**src/rtl/mem_sequencer_if.sv**
```systemverilog
// Request / response / RAM bus bundle for mem_sequencer.
// The master modport is the requester plus RAM side (the environment);
// the slave modport is the sequencer itself.
interface mem_sequencer_if #(
  parameter int addr_size = 4,
  parameter int cell_size = 16
);
  // Request channel
  logic                 req_valid;
  logic                 req_ready;
  logic                 req_write;
  logic [addr_size-1:0] req_addr;
  logic [addr_size-1:0] req_len;
  logic [cell_size-1:0] req_wdata;
  // Response channel
  logic                 rsp_valid;
  logic                 rsp_ready;
  logic [cell_size-1:0] rsp_data;
  logic                 rsp_last;
  // Status
  logic                 busy;
  // RAM port (1-cycle registered read)
  logic [addr_size-1:0] ram_ra;
  logic [addr_size-1:0] ram_wa;
  logic [cell_size-1:0] ram_data;
  logic                 ram_we;
  logic [cell_size-1:0] ram_result;

  modport master (
    output req_valid, req_write, req_addr, req_len, req_wdata,
    output rsp_ready, ram_result,
    input  req_ready, rsp_valid, rsp_data, rsp_last, busy,
    input  ram_ra, ram_wa, ram_data, ram_we
  );

  modport slave (
    input  req_valid, req_write, req_addr, req_len, req_wdata,
    input  rsp_ready, ram_result,
    output req_ready, rsp_valid, rsp_data, rsp_last, busy,
    output ram_ra, ram_wa, ram_data, ram_we
  );
endinterface

```
**src/rtl/mem_sequencer.sv**
```systemverilog
// Burst sequencer in front of a single-port-style RAM: fills a run of
// addresses with one value, or reads a run back as a beat stream.
//
// Handshake rule (both channels): a transfer happens at a posedge where
// valid and ready are both high; valid/ready never depend combinationally
// on the other side's ready/valid inside this block.
module mem_sequencer #(
  parameter int addr_size = 4,
  parameter int cell_size = 16
) (
  input  logic                 clk,
  input  logic                 reset_n,
  mem_sequencer_if.slave       bus,
  output logic [1:0]           o_dbg_state
);

  typedef enum logic [1:0] {
    S_IDLE = 2'd0,
    S_FILL = 2'd1,
    S_READ = 2'd2,
    S_RESP = 2'd3
  } state_t;

  localparam logic [addr_size-1:0] ADDR_ONE = {{(addr_size-1){1'b0}}, 1'b1};

  state_t               r_state;
  logic [addr_size-1:0] r_cur_addr;
  logic [addr_size-1:0] r_cnt;
  logic [cell_size-1:0] r_wdata_q;
  logic                 r_req_ready;
  logic                 r_busy;
  logic                 r_ram_we;
  logic                 r_rsp_valid;
  logic                 r_rsp_last;

  logic                 w_cnt_zero;
  logic [addr_size-1:0] w_addr_next;
  logic [addr_size-1:0] w_cnt_next;

  // Address and count arithmetic wraps naturally at the register width.
  assign w_cnt_zero  = (r_cnt == '0);
  assign w_addr_next = r_cur_addr + ADDR_ONE;
  assign w_cnt_next  = r_cnt - ADDR_ONE;

  // Single FSM: state, burst registers and registered status outputs.
  always_ff @(posedge clk or negedge reset_n) begin
    if (!reset_n) begin
      r_state     <= S_IDLE;
      r_cur_addr  <= '0;
      r_cnt       <= '0;
      r_wdata_q   <= '0;
      r_req_ready <= 1'b1;
      r_busy      <= 1'b0;
      r_ram_we    <= 1'b0;
      r_rsp_valid <= 1'b0;
      r_rsp_last  <= 1'b0;
    end else begin
      case (r_state)
        S_IDLE: begin
          if (bus.req_valid) begin
            r_cur_addr  <= bus.req_addr;
            r_cnt       <= bus.req_len;
            r_wdata_q   <= bus.req_wdata;
            r_req_ready <= 1'b0;
            r_busy      <= 1'b1;
            if (bus.req_write) begin
              r_state  <= S_FILL;
              r_ram_we <= 1'b1;
            end else begin
              r_state  <= S_READ;
            end
          end
        end
        S_FILL: begin
          if (w_cnt_zero) begin
            r_state     <= S_IDLE;
            r_ram_we    <= 1'b0;
            r_req_ready <= 1'b1;
            r_busy      <= 1'b0;
          end else begin
            r_cur_addr <= w_addr_next;
            r_cnt      <= w_cnt_next;
          end
        end
        S_READ: begin
          // ram_ra has been presented for one edge; data is valid next cycle.
          r_state     <= S_RESP;
          r_rsp_valid <= 1'b1;
          r_rsp_last  <= w_cnt_zero;
        end
        S_RESP: begin
          if (bus.rsp_ready) begin
            r_rsp_valid <= 1'b0;
            r_rsp_last  <= 1'b0;
            if (w_cnt_zero) begin
              r_state     <= S_IDLE;
              r_req_ready <= 1'b1;
              r_busy      <= 1'b0;
            end else begin
              r_state    <= S_READ;
              r_cur_addr <= w_addr_next;
              r_cnt      <= w_cnt_next;
            end
          end
        end
        default: begin
          r_state     <= S_IDLE;
          r_req_ready <= 1'b1;
          r_busy      <= 1'b0;
          r_ram_we    <= 1'b0;
          r_rsp_valid <= 1'b0;
          r_rsp_last  <= 1'b0;
        end
      endcase
    end
  end

  // Read data passes straight through from the RAM but only while a beat
  // is offered; the address is held in RESP so the data stays stable.
  assign bus.req_ready = r_req_ready;
  assign bus.busy      = r_busy;
  assign bus.rsp_valid = r_rsp_valid;
  assign bus.rsp_last  = r_rsp_last;
  assign bus.rsp_data  = r_rsp_valid ? bus.ram_result : '0;
  assign bus.ram_we    = r_ram_we;
  assign bus.ram_data  = r_ram_we ? r_wdata_q : '0;
  assign bus.ram_ra    = r_cur_addr;
  assign bus.ram_wa    = r_cur_addr;
  assign o_dbg_state   = r_state;

endmodule
```
**src/flat_wrapper.sv**
```systemverilog
// flat-port wrapper written by rule: the top's interface ports become plain ports
module mem_sequencer_flat 
#(
  parameter int addr_size = 4,
  parameter int cell_size = 16
)
  (clk, reset_n, o_dbg_state, bus_req_valid, bus_req_write, bus_req_addr, bus_req_len, bus_req_wdata, bus_rsp_ready, bus_ram_result, bus_req_ready, bus_rsp_valid, bus_rsp_data, bus_rsp_last, bus_busy, bus_ram_ra, bus_ram_wa, bus_ram_data, bus_ram_we);
  mem_sequencer_if #(.addr_size(addr_size), .cell_size(cell_size)) bus_i ();
  input  logic clk;
  input  logic reset_n;
  output logic [1:0] o_dbg_state;
  input wire logic [$bits(bus_i.req_valid)-1:0] bus_req_valid;
  input wire logic [$bits(bus_i.req_write)-1:0] bus_req_write;
  input wire logic [$bits(bus_i.req_addr)-1:0] bus_req_addr;
  input wire logic [$bits(bus_i.req_len)-1:0] bus_req_len;
  input wire logic [$bits(bus_i.req_wdata)-1:0] bus_req_wdata;
  input wire logic [$bits(bus_i.rsp_ready)-1:0] bus_rsp_ready;
  input wire logic [$bits(bus_i.ram_result)-1:0] bus_ram_result;
  output wire logic [$bits(bus_i.req_ready)-1:0] bus_req_ready;
  output wire logic [$bits(bus_i.rsp_valid)-1:0] bus_rsp_valid;
  output wire logic [$bits(bus_i.rsp_data)-1:0] bus_rsp_data;
  output wire logic [$bits(bus_i.rsp_last)-1:0] bus_rsp_last;
  output wire logic [$bits(bus_i.busy)-1:0] bus_busy;
  output wire logic [$bits(bus_i.ram_ra)-1:0] bus_ram_ra;
  output wire logic [$bits(bus_i.ram_wa)-1:0] bus_ram_wa;
  output wire logic [$bits(bus_i.ram_data)-1:0] bus_ram_data;
  output wire logic [$bits(bus_i.ram_we)-1:0] bus_ram_we;
  assign bus_i.req_valid = bus_req_valid;
  assign bus_i.req_write = bus_req_write;
  assign bus_i.req_addr = bus_req_addr;
  assign bus_i.req_len = bus_req_len;
  assign bus_i.req_wdata = bus_req_wdata;
  assign bus_i.rsp_ready = bus_rsp_ready;
  assign bus_i.ram_result = bus_ram_result;
  assign bus_req_ready = bus_i.req_ready;
  assign bus_rsp_valid = bus_i.rsp_valid;
  assign bus_rsp_data = bus_i.rsp_data;
  assign bus_rsp_last = bus_i.rsp_last;
  assign bus_busy = bus_i.busy;
  assign bus_ram_ra = bus_i.ram_ra;
  assign bus_ram_wa = bus_i.ram_wa;
  assign bus_ram_data = bus_i.ram_data;
  assign bus_ram_we = bus_i.ram_we;
  mem_sequencer #(.addr_size(addr_size), .cell_size(cell_size)) u_core (.clk(clk), .reset_n(reset_n), .bus(bus_i), .o_dbg_state(o_dbg_state));
endmodule
```
**config.mk**
```make
export PLATFORM = sky130hd
export DESIGN_NAME = mem_sequencer_flat
export DESIGN_NICKNAME = d
export VERILOG_FILES = /design/src/rtl/mem_sequencer_if.sv /design/src/rtl/mem_sequencer.sv /design/src/flat_wrapper.sv
export SDC_FILE = /design/constraint.sdc
export NUM_CORES = 1
export LEC_CHECK = 0
export BUFFER_PORTS_ARGS = -buffer_cell sky130_fd_sc_hd__buf_4
export CAP_MARGIN = 10
export CORE_ASPECT_RATIO = 2
export CORE_MARGIN = 4
export CORE_UTILIZATION = 47
export DETAILED_ROUTE_END_ITERATION = 16
export GPL_TIMING_DRIVEN = 0
export PLACE_DENSITY = 0.95
export SETUP_SLACK_MARGIN = 0.02
export SLEW_MARGIN = 20
export SYNTH_ARGS = -nofsm -noshare
export SYNTH_HDL_FRONTEND = slang
export SYNTH_SLANG_ARGS = --single-unit
```
**constraint.sdc**
```tcl
create_clock -name clk -period 3.3 [get_ports clk]
set_input_delay 0.66 -clock clk [delete_from_list [all_inputs] [get_ports clk]]
set_output_delay 0.66 -clock clk [all_outputs]
set_load 0.01 [all_outputs]
```
Word-level counts from Yosys, hierarchy flattened
Cells that the tools add are included.
{"block": "op_classes", "n_addsub": 2, "n_reduce_logical": 10, "eq_ne": 7, "muxes": 31}
{"cell": "two-way mux 16 bit", "count": 2}
{"cell": "two-way mux 4 bit", "count": 6}
{"cell": "one-hot mux 4 bit (3 select lines)", "count": 2}
{"cell": "two-way mux 1 bit", "count": 10}
{"cell": "two-way mux 2 bit", "count": 5}
{"cell": "one-hot mux 2 bit (4 select lines)", "count": 1}
{"cell": "inequality test 2 bit (second input constant)", "count": 3}
{"cell": "one-hot mux 1 bit (2 select lines)", "count": 3}
{"cell": "one-hot mux 1 bit (3 select lines)", "count": 2}
{"cell": "AND reduction 3 bit", "count": 2}
{"cell": "adder 4 x 1 -> 4 bit (second input constant)", "count": 1}
{"cell": "equality test 2 bit (second input constant)", "count": 2}
{"cell": "zero test 4 bit", "count": 1}
{"cell": "AND reduction 2 bit", "count": 2}
{"cell": "AND reduction 4 bit", "count": 1}
{"cell": "nonzero test 2 bit", "count": 2}
{"cell": "subtractor 4 x 1 -> 4 bit (second input constant)", "count": 1}
{"cell": "nonzero test 3 bit", "count": 1}
{"cell": "equality test 2 x 1 -> 1 bit (second input constant)", "count": 1}
{"cell": "zero test 2 bit", "count": 1}
{"cell": "inequality test 2 x 1 -> 1 bit (second input constant)", "count": 1}
{"block": "word_totals", "inputBits": 45, "register_bits": 31, "elab_cells": 59}

Longest topological paths before layout
Gate-level depths: netlist of run 1.
{"block": "depth", "ltp_word": 4, "mapped_depth": 7}

Least setup slack after synthesis of run 1
No wires, ideal clock.
{"block": "synth_timing", "kind": "reg2reg", "start": "reg u_core.r_cnt[0]", "end": "reg u_core.r_cur_addr[3] (netlist: u_core.bus.ram_ra[3])", "t_arrival_ps": 1453, "period_less_slack_ps": 1577, "path_slack_ps": 1723, "n_path_buf": 1, "required_ps": 3176, "stages_incl_launch_ff": 8, "setup_time_ps": 124, "cell_sequence": "dfrtp_1 > inv_1 > ha_1 > or3b_1 > buf_6 > nand4_1 > nor3b_2 > nor3_1"}
{"block": "synth_via", "elab_chain_cells": 4}
{"element": "start, declared", "line_no": "mem_sequencer.sv:28", "text": "logic [addr_size-1:0] r_cnt;"}
{"element": "start signal, assigned", "line_no": "mem_sequencer.sv:62", "text": "r_cnt <= bus.req_len;"}
{"element": "start signal, assigned", "line_no": "mem_sequencer.sv:82", "text": "r_cnt <= w_cnt_next;"}
{"element": "start signal, assigned", "line_no": "mem_sequencer.sv:102", "text": "r_cnt <= w_cnt_next;"}
{"element": "zero test 4 bit (*)", "line_no": "mem_sequencer.sv:41", "text": "assign w_cnt_zero = (r_cnt == '0);"}
{"element": "two-way mux 4 bit (*)"}
{"element": "two-way mux 4 bit"}
{"element": "one-hot mux 4 bit (3 select lines) (*)"}
{"element": "end signal, assigned", "line_no": "mem_sequencer.sv:61", "text": "r_cur_addr <= bus.req_addr;"}
{"element": "end signal, assigned", "line_no": "mem_sequencer.sv:81", "text": "r_cur_addr <= w_addr_next;"}
{"element": "end signal, assigned", "line_no": "mem_sequencer.sv:101", "text": "r_cur_addr <= w_addr_next;"}
{"element": "end, declared", "line_no": "mem_sequencer.sv:27", "text": "logic [addr_size-1:0] r_cur_addr;"}
Every way passes the cells marked *; elsewhere a longest branch is shown, timed or not. The select of a mux whose other input is x is not followed.
A chain may end at the register's enable or synchronous reset.

Worst setup path after layout of run 1
{"block": "layout_timing", "start": "reg u_core.r_ram_we (netlist: u_core.bus.ram_we)", "end": "out bus_ram_data[3]"}
{"block": "layout_via", "elab_chain_cells": 1}
{"element": "start, declared", "line_no": "mem_sequencer.sv:32", "text": "logic r_ram_we;"}
{"element": "start signal, assigned", "line_no": "mem_sequencer.sv:54", "text": "r_ram_we <= 1'b0;"}
{"element": "start signal, assigned", "line_no": "mem_sequencer.sv:68", "text": "r_ram_we <= 1'b1;"}
{"element": "start signal, assigned", "line_no": "mem_sequencer.sv:77", "text": "r_ram_we <= 1'b0;"}
{"element": "two-way mux 16 bit", "line_no": "mem_sequencer.sv:126", "text": "assign bus.ram_data = r_ram_we ? r_wdata_q : '0;"}
{"element": "end, declared", "line_no": "flat_wrapper.sv:26", "text": "output wire logic [$bits(bus_i.ram_data)-1:0] bus_ram_data;"}
Every way passes these cells.

==> results of run 1 <==
==> synth_stat cells <==
library cell | instances | area (um^2)
nand3_1 | 2 | 10.0
clkbuf_1 | 5 | 18.8
nor2b_1 | 1 | 6.26
a22o_1 | 1 | 8.76
o211ai_1 | 1 | 7.51
nor2_1 | 2 | 7.51
o2bb2ai_1 | 1 | 8.76
a22oi_1 | 4 | 30.0
and2_1 | 33 | 206
a21oi_1 | 8 | 40.0
or4_1 | 1 | 7.51
a21o_1 | 2 | 15.0
ha_1 | 2 | 25.0
nand2b_1 | 2 | 12.5
nor2b_4 | 1 | 13.8
buf_6 | 1 | 11.3
inv_1 | 4 | 15.0
o22a_1 | 1 | 8.76
buf_2 | 3 | 15.0
or3b_1 | 1 | 8.76
o21ai_0 | 8 | 40.0
nor3b_1 | 1 | 7.51
nand3b_1 | 1 | 7.51
dfrtp_1 | 30 | 751
a21oi_2 | 1 | 8.76
or3_1 | 1 | 6.26
o22ai_1 | 5 | 31.3
nor3b_2 | 1 | 12.5
dfstp_2 | 1 | 26.3
buf_4 | 5 | 37.5
a21boi_0 | 1 | 7.51
nand4_1 | 2 | 12.5
nand2_1 | 57 | 214
nor3_1 | 3 | 15.0
o311ai_1 | 1 | 8.76
==> kinds of logic after synthesis <==
family / synth area share [%]
AOI/OAI and AO/OA: 12.9
adders and majority gates: 1.50
buffers and inverters: 5.87
DFF: 46.7
and+or+nand+nor: 33.0
==> power groups by stage <==
stage | clock (uW) | sequential [uW] | combinational (uW)
after floorplan | 0 | 671 | 539
after global placement | 0 | 669 | 991
after detailed placement | 0 | 682 | 1020
after CTS | 289 | 675 | 1030
after global routing | 312 | 703 | 1100
final | 283 | 678 | 1020
==> cells in the final DEF (no fill, tap or decap), drive strengths merged <==
master / Yosys / final
a21boi: 1 / 1
a21o: 2 / 2
a21oi: 9 / 9
a22o: 1 / 1
a22oi: 4 / 4
and2: 33 / 33
buf: 9 / 100
clkbuf: 5 / 12
clkinv: 0 / 1
dfrtp: 30 / 30
dfstp: 1 / 1
ha: 2 / 2
inv: 4 / 4
nand2: 57 / 57
nand2b: 2 / 2
nand3: 2 / 2
nand3b: 1 / 1
nand4: 2 / 2
nor2: 2 / 2
nor2b: 2 / 2
nor3: 3 / 3
nor3b: 2 / 2
o211ai: 1 / 1
o21ai: 8 / 8
o22a: 1 / 1
o22ai: 5 / 5
o2bb2ai: 1 / 1
o311ai: 1 / 1
or3: 1 / 1
or3b: 1 / 1
or4: 1 / 1
==> flip-flops by register name, summed over array words and instances, names as in the netlist <==
signal and cells:
u_core.bus.rsp_last 1, u_core.r_wdata_q 16, u_core.bus.rsp_valid 1, u_core.r_cnt 4, u_core.bus.ram_ra 4, u_core.o_dbg_state 2
u_core.bus.ram_we 1, u_core.bus.busy 1, u_core.bus.req_ready 1
==> worst max-delay path: cells and delay by family (launching register included) <==
family	cells	cell delay, ps
flops	1	480
buf+inv	2	440
simple gates	1	190
==> layer usage <==
metal	wire, um	GRT usage (%)	up-vias
met4	116	9.93	0
li1	-	-	833
met1	1550	18.9	775
met5	0	0	-
met2	2720	39.8	64
met3	349	5.85	12
==> through the flow <==
step | utilization [%] | setup slack, ps | area, um^2 | hold WS (ps)
after detailed placement | 70.4 | 1520 | 2410 | 454
after CTS | 72.8 | 1230 | 2490 | 316
after global routing | 72.8 | 1150 | 2490 | 325
after floorplan | - | 1720 | 1660 | 364
final | 72.8 | 1250 | 2490 | 311
after global placement | 70.4 | 1590 | 2410 | 450
==> worst max path at each step <==
| stage | from | end | cells past startpoint |
|---|---|---|---|
| 3_5_place_dp | u_core.r_cnt[0] | u_core.bus.ram_ra[1] | 6 |
| 6_report | u_core.bus.ram_we | bus_ram_data[3] | 3 |
| 3_3_place_gp | bus_req_valid | u_core.r_cnt[0] | 6 |
| 2_1_floorplan | u_core.r_cnt[0] | u_core.bus.ram_ra[3] | 7 |
| 5_1_grt | u_core.bus.ram_we | bus_ram_data[3] | 3 |
| 4_1_cts | u_core.bus.ram_we | bus_ram_data[3] | 3 |
==> cell type report <==
type | count | area, um^2
clock buffer | 7 | 76.3
timing repair buffer | 91 | 683
buffer | 14 | 82.6
multi-input combinational | 145 | 788
sequential | 31 | 777
tap | 48 | 60.1
clock inverter | 1 | 5.00
fill | 274 | 928
inverter | 4 | 15.0
==> run metrics, run 1 <==
Critical Path Fanout Max=10; RSZ-0062 raised after global routing=false; Antenna Violating Nets Remaining=0; port bufs=91; syn_nets=241; Num CTS Buffers=5; Final Non-Filler Cells=approximately 340; Net Sw Power=~740 uW; Sink Count=31; area of the die=between 0.004 and 0.005 mm^2; Reg-to-Reg Start=u_core.r_cnt[0]; fmax=about 500 MHz; initial core utilization=about half; Req. time, crit path=between 2000 and 3000 ps; placed cells=around 330; Final #Nets=~340; core area=0.00342 mm^2; clk_skew=about 3.0 ps; CP arrival=~1400 ps; GRT Residual Overflow=0; Sequential Power Share=34.3%; Ant. Diodes=0; DR pass1 iterations=4; Post-CTS Setup Bufs=0; RePlAce Congestion=0.794; share of cells above drive strength 1=37.5%; initial antenna violation count=0; hold-fix buffers at CTS=0; Setup Total Neg Slack=0 ps; final-report max-slew violation count=0; DIE HEIGHT=92.1 um; Syn. warnings=0; measured slew at the worst slew-check pin=slightly below 700 ps; # rows=30; post-synthesis sequential area ratio=a little under half; initial detailed-routing violation count=35; Mapped Area=around 0.0017 mm^2; Post-route DRC=0; DR WL/cell=13.9 um; H-Tree Level Count=2; FF-to-FF setup slack=1490 ps; leakage=0.00130 uW; Top Ports=92; vias in the first global route=about 1.7k; Die Span X=approximately 50 um; HP Class=input pin to asynchronous set/reset pin; fin crit share=62.1%; Post-Route WL=approximately 4.7 mm; #FFs+latches synth=31; R2R cell count=6; clock root buffer=clkbuf_8; DR vias/cell=between 4 and 5; Crit Reg-Reg Endpoint=u_core.bus.ram_ra[1]; Clock Path Buffers=2; post-DP HPWL=3.63 mm; max_cap viols=0; Max VDD drop=just over 500 uV; Synth Instances=194; combinational power share=approximately half; number of library cell types mapped by synthesis=35; Crit path largest cell delay=~480 ps; Relative slew margins=between 50% and 60%; Layout area overhead=49.6%; Total GRT Usage=between 20% and 30%; ordered list of cells on the worst path=clkbuf_1, and2_1, buf_4; largest net degree at the start of global routing=32; Critical Path End Type=output pin; status=complete, no violations; Resized cells post-CTS=0; pwr dens=795 mW/mm^2; Worst Setup Start Kind=flop; # setup viols final=0; internal power=about 1200 uW; critical path class=flop to output pin; total power=between 1500 and 2000 uW; CTS clk-pin slew, worst paths=approximately 60 ps; final hold vios=0; Switching Share=between 30% and 40%; DR vias=around 1.7k; slowest stage cell, crit path=dfrtp_1; worst skew pair latency=280 ps; Clk pwr share=between 10% and 20%; Tmin final=2050 ps; Syn Area/Cell=about 8.6 um^2; CTS tree=done; first-pass GRT wire length=~7.5 mm
(Power assumes the default switching activity.)
==> run 2: changes to the inputs <==
--- a/config.mk
+++ b/config.mk
@@ -9,10 +9,10 @@
 export CAP_MARGIN = 10
 export CORE_ASPECT_RATIO = 2
 export CORE_MARGIN = 4
-export CORE_UTILIZATION = 47
+export CORE_UTILIZATION = 44
 export DETAILED_ROUTE_END_ITERATION = 16
 export GPL_TIMING_DRIVEN = 0
-export PLACE_DENSITY = 0.95
+export PLACE_DENSITY = 0.9
 export SETUP_SLACK_MARGIN = 0.02
 export SLEW_MARGIN = 20
 export SYNTH_ARGS = -nofsm -noshare
==> constraint.sdc (replaced) <==
create_clock -name clk -period 2.13 [get_ports clk]
set_input_delay 0.426 -clock clk [delete_from_list [all_inputs] [get_ports clk]]
set_output_delay 0.426 -clock clk [all_outputs]
set_load 0.01 [all_outputs]
==> run 2 against run 1 <==
Combinational power is 53% higher; sequential share of layout area is 0.25 points lower; non-clock buffer count stayed put; critical path type is now flop to flop; sequential power is 55% higher.
==> run metrics, run 2 (synthesized netlist as in run 1, its figures left out) <==
ordered list of cells on the worst path=inv_1, ha_1, nor3b_1, nand2b_1, o21ai_0, a21oi_1; fmax=roughly 540 MHz; Critical Path End Type=flop; RePlAce Congestion=around 0.79; Total GRT Usage=20.3%; share of cells above drive strength 1=37.9%; Antenna Violating Nets Remaining=0; Setup Total Neg Slack=0 ps; CTS tree=done; final instance area=0.00251 mm^2; CTS clk-pin slew, worst paths=~70 ps; Top Ports=between 90 and 100; Layout area overhead=50.8%; total power=~3100 uW; Num CTS Buffers=5; clk_skew=6.92 ps; port bufs=between 90 and 100; first-pass GRT wire length=7.40 mm; post-DP HPWL=3.56 mm; Most flops, register=u_core.r_wdata_q; initial core utilization=45.6%; placed cells=roughly 330; status=complete, no violations; Critical Path Fanout Max=5; slowest stage cell, crit path=nor3b_1; Die Span X=51.5 um; vias in the first global route=approximately 1.6k; fin crit share=between 80 and 90%; Sink Count=31; DIE HEIGHT=around 95 um; Final Non-Filler Cells=342; Final #Nets=339; Req. time, crit path=2290 ps; leakage=approximately 0.0013 uW; # rows=31; Resized cells post-CTS=0; initial detailed-routing violation count=between 40 and 50; Relative slew margins=between 50% and 60%; largest net degree at the start of global routing=32; Clock Path Buffers=2; Ant. Diodes=0; core area=roughly 0.0036 mm^2; H-Tree Level Count=2; final hold vios=0; placed cell area=around 0.0024 mm^2; Worst Setup Start Kind=flop; hold-fix buffers at CTS=0; Post-CTS Setup Bufs=0; critical path class=flop to flop; max reg flops=16; CP arrival=~2000 ps; most frequent cells in the layout=96 x buf_4, 57 x nand2_1, 33 x and2_1; max_cap viols=0; most common cell after layout, fill and taps aside=buf_4; Post-route DRC=0; DR vias/cell=4.92; fill cell count=324; clock root buffer=clkbuf_8; worst skew pair latency=a little under 300 ps; RSZ-0062 raised after global routing=false; GRT Residual Overflow=0; Max VDD drop=approximately 850 uV; DR WL/cell=13.7 um; area of the die=0.00489 mm^2; DR vias=approximately 1.7k; Post-Route WL=roughly 4.7 mm; measured slew at the worst slew-check pin=729 ps; final-report max-slew violation count=0; Crit path largest cell delay=630 ps; HP Class=input pin to asynchronous set/reset pin; Tmin final=1840 ps; pwr dens=roughly 1200 mW/mm^2; # setup viols final=0; DR pass1 iterations=4; initial antenna violation count=0
-- run 2: critical path: cells and delay by family (launching register included) --
kind	cells	cell delay [ps]
buffers and inverters	1	110
AND/OR/NAND/NOR	2	760
AO/OA/AOI/OAI	2	210
flip-flops	1	400
adder cells (fa/ha/maj)	1	240
-- run 2: path summary, 6_finish.rpt --
kind	from	end	slack, ps	depth (start not counted)
max in group asynchronous	reset_n	u_core.bus.req_ready	1750	1
worst max-delay path	u_core.r_cnt[0]	u_core.bus.ram_ra[0]	290	6
min in group clk	bus_req_wdata[2]	u_core.r_wdata_q[2]	330	3
worst max register to register	u_core.r_cnt[0]	u_core.bus.ram_ra[0]	290	6
worst min-delay path	reset_n	u_core.r_cnt[2]	60	1
worst min register to register	u_core.r_wdata_q[10]	u_core.r_wdata_q[10]	460	2
-- run 2: through the flow --
| step | worst slack [ps] | hold WS, ps | utilization (%) |
|---|---|---|---|
| after detailed placement | 322 | 386 | 66.0 |
| final | 289 | 56.7 | 68.8 |
| after global routing | 102 | 89.5 | 68.8 |
| after CTS | 281 | 79.9 | 68.8 |
| after floorplan | 553 | 130 | - |
| after global placement | 414 | 383 | 66.0 |
-- run 2: report_power, final --
part	leakage (uW)	switching [uW]	internal, uW
Combinational	0.000890	720	844
Clock	0.0000515	223	295
Sequential	0.000372	208	842
Total	0.00131	1150	1980
-- run 2: area by class of cell --
| type | count | area (um^2) | share of cell area [%] |
|---|---|---|---|
| clock buffer | 8 | 100 | 3.99 |
| timing repair buffer | 91 | 683 | 27.2 |
| multi-input combinational | 145 | 788 | 31.4 |
| sequential | 31 | 777 | 31.0 |
| inverter | 4 | 15.0 | 0.599 |
| tap | 49 | 61.3 | 2.45 |
| buffer | 14 | 82.6 | 3.29 |
-- run 2: layer usage --
layer  GRT usage (%)  vias up  wire length [um]
met5               0        -                 0
met4            11.4        0               165
met3            4.90       15               284
met2            37.8       63              2670
met1            19.6      775              1550
li1                -      829                 -
